--- src/rtl/usb_pkg.sv ---
// Shared definitions for the USB full-speed transmitter: FSM states,
// SYNC pattern, bit-stuffing limit, EOP length and line encodings.
package usb_pkg;

  typedef enum logic [2:0] {
    ST_IDLE,
    ST_SYNC,
    ST_DATA,
    ST_EOP_SE0,
    ST_EOP_J
  } tx_state_t;

  localparam logic [7:0] SYNC_PATTERN = 8'h80;
  localparam int         STUFF_LIMIT  = 6;
  localparam int         EOP_SE0_BITS = 2;

  // Line states as {dp, dm}
  localparam logic [1:0] LINE_J   = 2'b10;
  localparam logic [1:0] LINE_K   = 2'b01;
  localparam logic [1:0] LINE_SE0 = 2'b00;

endpackage

--- src/rtl/usb_tx_nrzi.sv ---
// Bit stuffer and NRZI line encoder. Each tick emits one line bit; when six
// ones have gone out, stall is raised and the next tick sends a stuffed 0.
module usb_tx_nrzi
  import usb_pkg::*;
(
  input  logic clk,
  input  logic rst,
  input  logic tick,
  input  logic data_bit,
  input  logic se0,
  input  logic force_j,
  output logic dp,
  output logic dm,
  output logic stall
);

  localparam logic [2:0] STUFF_MAX = 3'(STUFF_LIMIT);

  logic       lvl_j;
  logic [2:0] ones;

  assign stall = (ones == STUFF_MAX);

  // force_j parks the encoder at J with a cleared run count, so every packet
  // starts its NRZI sequence from J.
  always_ff @(posedge clk or posedge rst) begin
    if (rst) begin
      lvl_j    <= 1'b1;
      ones     <= '0;
      {dp, dm} <= LINE_J;
    end else if (force_j) begin
      lvl_j    <= 1'b1;
      ones     <= '0;
      {dp, dm} <= LINE_J;
    end else if (se0) begin
      ones     <= '0;
      {dp, dm} <= LINE_SE0;
    end else if (tick) begin
      if (stall || !data_bit) begin
        lvl_j    <= !lvl_j;
        ones     <= '0;
        {dp, dm} <= lvl_j ? LINE_K : LINE_J;
      end else begin
        ones     <= ones + 3'd1;
        {dp, dm} <= lvl_j ? LINE_J : LINE_K;
      end
    end
  end

endmodule

--- src/rtl/usb_fs_tx.sv ---
// USB full-speed packet transmitter: one-byte holding register, packet FSM
// and bit timer; stuffing and NRZI are delegated to usb_tx_nrzi.
module usb_fs_tx
  import usb_pkg::*;
#(
  parameter int CLKS_PER_BIT = 4
) (
  input  logic       clk,
  input  logic       rst,
  input  logic       tx_valid,
  input  logic [7:0] tx_data,
  input  logic       tx_last,
  output logic       tx_ready,
  output logic       dp,
  output logic       dm,
  output logic       oe,
  output logic       busy,
  output logic       underrun
);

  localparam int            CW       = (CLKS_PER_BIT > 1) ? $clog2(CLKS_PER_BIT) : 1;
  localparam logic [CW-1:0] CNT_MAX  = CW'(CLKS_PER_BIT - 1);
  localparam logic [2:0]    SE0_LAST = 3'(EOP_SE0_BITS - 1);

  tx_state_t     state;
  logic [CW-1:0] cnt;
  logic [2:0]    bit_idx;
  logic [2:0]    next_idx;
  logic [7:0]    shreg;
  logic [7:0]    hold_data;
  logic          hold_full;
  logic          hold_last;
  logic          cur_last;
  logic          last_taken;

  logic tick;
  logic stall;
  logic start;
  logic in_byte;
  logic byte_end;
  logic drain;
  logic eop_go;
  logic underrun_go;
  logic accept;
  logic line_tick;
  logic line_bit;
  logic line_se0;
  logic line_j;

  assign tick        = (state != ST_IDLE) && (cnt == CNT_MAX);
  assign start       = (state == ST_IDLE) && hold_full;
  assign in_byte     = (state == ST_SYNC) || (state == ST_DATA);
  assign next_idx    = bit_idx + 3'd1;
  assign byte_end    = in_byte && tick && !stall && (bit_idx == 3'd7);
  assign drain       = byte_end && hold_full && !((state == ST_DATA) && cur_last);
  assign underrun_go = byte_end && !hold_full && !((state == ST_DATA) && cur_last);
  assign eop_go      = byte_end && !drain;

  // Ready also while draining, so a new byte can load on the same edge.
  assign tx_ready = (!hold_full || drain) && !last_taken;
  assign accept   = tx_valid && tx_ready;

  assign line_tick = start || (in_byte && tick && !eop_go);
  assign line_se0  = eop_go;
  assign line_j    = ((state == ST_IDLE) && !hold_full)
                  || ((state == ST_EOP_SE0) && tick && (bit_idx == SE0_LAST))
                  || ((state == ST_EOP_J) && tick);

  always_comb begin
    line_bit = 1'b0;
    if (start)
      line_bit = SYNC_PATTERN[0];
    else if (drain)
      line_bit = hold_data[0];
    else if (state == ST_SYNC)
      line_bit = SYNC_PATTERN[next_idx];
    else if (state == ST_DATA)
      line_bit = shreg[next_idx];
  end

  always_ff @(posedge clk or posedge rst) begin
    if (rst) begin
      hold_full  <= 1'b0;
      hold_last  <= 1'b0;
      last_taken <= 1'b0;
    end else begin
      if (accept) begin
        hold_full <= 1'b1;
        hold_last <= tx_last;
      end else if (drain) begin
        hold_full <= 1'b0;
      end
      if ((state == ST_EOP_J) && tick)
        last_taken <= 1'b0;
      if (accept && tx_last)
        last_taken <= 1'b1;
    end
  end

  always_ff @(posedge clk) begin
    if (accept)
      hold_data <= tx_data;
    if (drain)
      shreg <= hold_data;
  end

  // bit_idx is the bit currently on the line in SYNC/DATA, and the SE0 bit
  // count during EOP. A stall holds it so the stuffed bit takes a full slot.
  always_ff @(posedge clk or posedge rst) begin
    if (rst) begin
      state    <= ST_IDLE;
      cnt      <= '0;
      bit_idx  <= '0;
      cur_last <= 1'b0;
      oe       <= 1'b0;
      busy     <= 1'b0;
      underrun <= 1'b0;
    end else begin
      underrun <= underrun_go;
      cnt      <= ((state == ST_IDLE) || tick) ? '0 : cnt + CW'(1);
      case (state)
        ST_IDLE: begin
          if (start) begin
            state   <= ST_SYNC;
            bit_idx <= '0;
            oe      <= 1'b1;
            busy    <= 1'b1;
          end
        end
        ST_SYNC, ST_DATA: begin
          if (byte_end) begin
            bit_idx <= '0;
            if (drain) begin
              state    <= ST_DATA;
              cur_last <= hold_last;
            end else begin
              state <= ST_EOP_SE0;
            end
          end else if (tick && !stall) begin
            bit_idx <= next_idx;
          end
        end
        ST_EOP_SE0: begin
          if (tick) begin
            if (bit_idx == SE0_LAST) begin
              state   <= ST_EOP_J;
              bit_idx <= '0;
            end else begin
              bit_idx <= next_idx;
            end
          end
        end
        ST_EOP_J: begin
          if (tick) begin
            state <= ST_IDLE;
            oe    <= 1'b0;
            busy  <= 1'b0;
          end
        end
        default: state <= ST_IDLE;
      endcase
    end
  end

  usb_tx_nrzi u_nrzi (
    .clk     (clk),
    .rst     (rst),
    .tick    (line_tick),
    .data_bit(line_bit),
    .se0     (line_se0),
    .force_j (line_j),
    .dp      (dp),
    .dm      (dm),
    .stall   (stall)
  );

endmodule

--- config.mk ---
export PLATFORM = sky130hd
export DESIGN_NAME = usb_fs_tx
export DESIGN_NICKNAME = d
export VERILOG_FILES = /design/src/rtl/usb_pkg.sv /design/src/rtl/usb_tx_nrzi.sv /design/src/rtl/usb_fs_tx.sv
export SDC_FILE = /design/constraint.sdc
export NUM_CORES = 1
export LEC_CHECK = 0
export ABC_AREA = 1
export CAP_MARGIN = 20
export CORE_UTILIZATION = 55
export CTS_CLUSTER_DIAMETER = 200
export DETAILED_ROUTE_END_ITERATION = 8
export PLACE_DENSITY = 0.78
export RECOVER_POWER = 50
export SLEW_MARGIN = 40
export SYNTH_ARGS = -nofsm -noshare
export SYNTH_HDL_FRONTEND = slang
export SYNTH_SLANG_ARGS = --single-unit
--- constraint.sdc ---
create_clock -name clk -period 2.9 [get_ports clk]
set_input_delay 0.435 -clock clk [delete_from_list [all_inputs] [get_ports clk]]
set_output_delay 0.435 -clock clk [all_outputs]
set_load 0.02 [all_outputs]
==> out/metrics.cfg <==
[synthesis]
ys_seq_elements = 36
synth_sequential_area_ratio = 0.562
netlist_top_cells_area = sky130_fd_sc_hd__edfxtp_1 (27%), sky130_fd_sc_hd__dfrtp_1 (26%), sky130_fd_sc_hd__nand2_1 (7.5%), sky130_fd_sc_hd__inv_1 (6.4%), sky130_fd_sc_hd__ha_1 (5.0%)
synthCells = 178
synth.avg_cell_area_sq_um = 9.83
synth_top_area_frac = 0.274
synthFlopType = sky130_fd_sc_hd__dfrtp_1
yosys.area.top_type = sky130_fd_sc_hd__edfxtp_1
synth.distinct_cells = 29
count_of_flip_flops_with_a_built_in_enable_after_synthesis = 16
cell_area_after_synthesis_sq_mm = 0.00175
synth.yosys.warnings = 0
synth_most_common_cell = sky130_fd_sc_hd__nand2_1
synth_fp_nets = 197
synthArstFlopShare = 0.556
netlist_top_cells_count = sky130_fd_sc_hd__nand2_1 (35), sky130_fd_sc_hd__inv_1 (30), sky130_fd_sc_hd__dfrtp_1 (18), sky130_fd_sc_hd__edfxtp_1 (16)

[pwr]
share_clk_of_total_power = 0.395
power_frac_comb = 0.024
leakagePower_nw = 0.965
total_power_per_unit_cell_area_mw_per_mm2 = 447
power_frac_seq = 0.581
sw_frac = 0.206
power_report.internal_total_mw = 0.728
power.net_switching_mw = 0.189
irDropWorstVdd_mv = 0.362

[clock_tree]
cts_tree = yes
skew_pair_late_insertion_delay_ns = 0.35
numCtsBuffers = 5
clk_root_buffer_cell = sky130_fd_sc_hd__clkbuf_4
cts_num_sinks = 36
cts.htree.levels = 2
post_cts_hold_buffer_count = 0
worst_setup_hold_path_clk_slew_ns = 0.11
maximum_number_of_buffers_from_clock_root_to_sink = 2

[critical_path]
cp_data_arrival_time_ns = 2.24
cell_breakdown_of_the_critical_path = ha_1 -> ha_1 -> nand2_4 -> nor2_8 -> nand3_4 -> inv_4 -> nor2_1 -> nor2_1 -> dlygate4sd2_1
critical_path.slowest_cell = sky130_fd_sc_hd__dfrtp_1
timing.reg2reg.worst_path_depth = 8
setup.worst_path.start = bit_idx[0]
cp_data_required_time_ns = 2.47
worst-r2r-setup-slack_ns = 0.72
cp_slowest_stage_delay_ns = 0.52
crit-reg2reg-launch = bit_idx[0]
crit_path_start_kind = register
crit_fanout = 10
crit_path_end_kind = primary output
critical_path.reg2reg.endpoint = hold_data[7]
criticalPathCategory = register to primary output

[final_layout]
final.fill_count = 226
antenna-diode-count = 0
layout-drive-gt1-share = 0.129
num-nets-final = 220
layout.cell_area.non_filler_sq_mm = 0.00205
syn2layout_area_growth_pct = 17.3
post_route_core_utilization = 0.678

[floorplan]
boundaryPins = 18
core_area_sq_mm = 0.00303
num_rows = 20
initial_utilization = 0.578
dieWidth_microns = 58.4
die_height_microns = 58.4
die-area_sq_mm = 0.00341

[sta]
final.setup.tns_ns = 0
max_clock_freq_mhz = 374
post-route-worst-setup-slack_ns = 0.229
maxSlewViolCount = 0
hold_violations = 0
timing.max_slew.rel_slack = 0.477
setup-violations-final = 0
fin_crit_sh = 0.921
tightestPinTransition_ns = 0.783
worst_skew_ns = 0.00690
time_the_final_worst_path_needs_with_i_o_delays_and_setup_ns = 2.67
setup_repair_after_global_routing_missed_its_margin = no

[grt]
grt-ovfl-total = 0
grt_antenna_before_repair = 0
first_global_vias = 1242
grt_max_degree = 21
groute.usage.overall = 0.212
grt_pass1_wl_microns = 5350

[routing]
drt_iter0_markers = 79
vias_per_cell = 5.23
postRouteAntennaNets = 0
via_count = 1287
drt-wirelength-per-cell_microns = 12.1
postRouteWirelength_microns = 2990
drtPass1Iterations = 4
post-route-drc-count = 0

[worst_hold_path]
worstHoldPathType = register to register
min_to = shreg[6]
min_path_cells = 0
holdCritStartpoint = hold_data[6]

[outcome]
run_status = finished clean

[job]
drv_cap = 0

[placed_design]
total_half_perimeter_wirelength_after_legalization_and_detailed_placement_microns = 2240
portBuffers = 17
dp_slack_ns = 0.277
dpl_cell_area_sq_mm = 0.00197
globalplace.congestion = 0.845

==> metrics by stage <==
stage	hold slack, ns	power, mW	cells
floorplan	0.397	0.551	178
CTS	0.435	0.926	246
finish	0.427	0.917	246
global placement	0.403	0.568	238
global route	0.451	0.949	246
detailed placement	0.407	0.569	238
==> critical path: cells and delay by family, from the launching register on <==
kind / cells / cell delay [ns]
flip-flops: 1 / 0.52
AND/OR/NAND/NOR: 5 / 0.50
buffers and inverters: 2 / 0.48
adder cells (fa/ha/maj): 2 / 0.39
==> final cells by class <==
type,instances,area [sq um],share of cell area
sequential,36,983,0.479
multi-input combinational,107,632,0.308
timing repair buffer,17,169,0.0823
inverter,34,130,0.0634
tap,44,55.1,0.0268
clock inverter,3,46.3,0.0225
clock buffer,5,37.5,0.0183
==> flip-flops by register name (all words and copies together), names as in the netlist <==
signal,cells
hold_full,1
u_nrzi.dp,1
state,3
u_nrzi.ones,3
cur_last,1
last_taken,1
hold_last,1
shreg,8
cnt,2
u_nrzi.dm,1
u_nrzi.lvl_j,1
underrun,1
hold_data,8
bit_idx,3
busy,1
==> how the worst max path moves through the flow <==
stage	endpoint	cells after the start
3_5_place_dp	tx_ready	9
4_1_cts	tx_ready	10
5_1_grt	tx_ready	9
6_report	tx_ready	9
2_1_floorplan	tx_ready	9
3_3_place_gp	tx_ready	10
==> timing repair <==
action	in CTS	in global routing
setup endpoints to repair	1	0
gates resized for setup	3	0
setup buffers	0	0
==> metal layers <==
metal	GRT usage	wire length, microns	part of all wire
met3	0.0703	176	0.059
met5	0	0	0
met2	0.319	1390	0.47
met4	0.102	61	0.020
met1	0.277	1360	0.45
==> power by group through the flow <==
stage / clock network [mW] / logic, mW / registers (mW)
6_report: 0.362 / 0.0217 / 0.533
5_1_grt: 0.392 / 0.0241 / 0.534
4_1_cts: 0.368 / 0.0248 / 0.533
3_5_place_dp: 0 / 0.0247 / 0.544
3_3_place_gp: 0 / 0.0238 / 0.544
2_1_floorplan: 0 / 0.00765 / 0.544
==> placed cells by master (no fill, tap or decap), drive strengths merged, types with 3 or more instances in the layout <==
cell,instances
clkbuf,5
clkdlybuf4s50,7
dfrtp,18
dlygate4sd3,9
edfxtp,16
ha,7
inv,35
nand2,40
nand3,17
nor2,15
nor3,3
o21ai,10
o22ai,4
==> kinds of logic after synthesis <==
group,Yosys count,synth area share
AOI/OAI and AO/OA,19,0.0615
xor gates and xnor gates,1,0.00500
adders and majority gates,7,0.0500
buffers and inverters,35,0.0772
DFF,36,0.562
and+or+nand+nor,80,0.244
No activity file was read; power rests on OpenSTA's default activity.
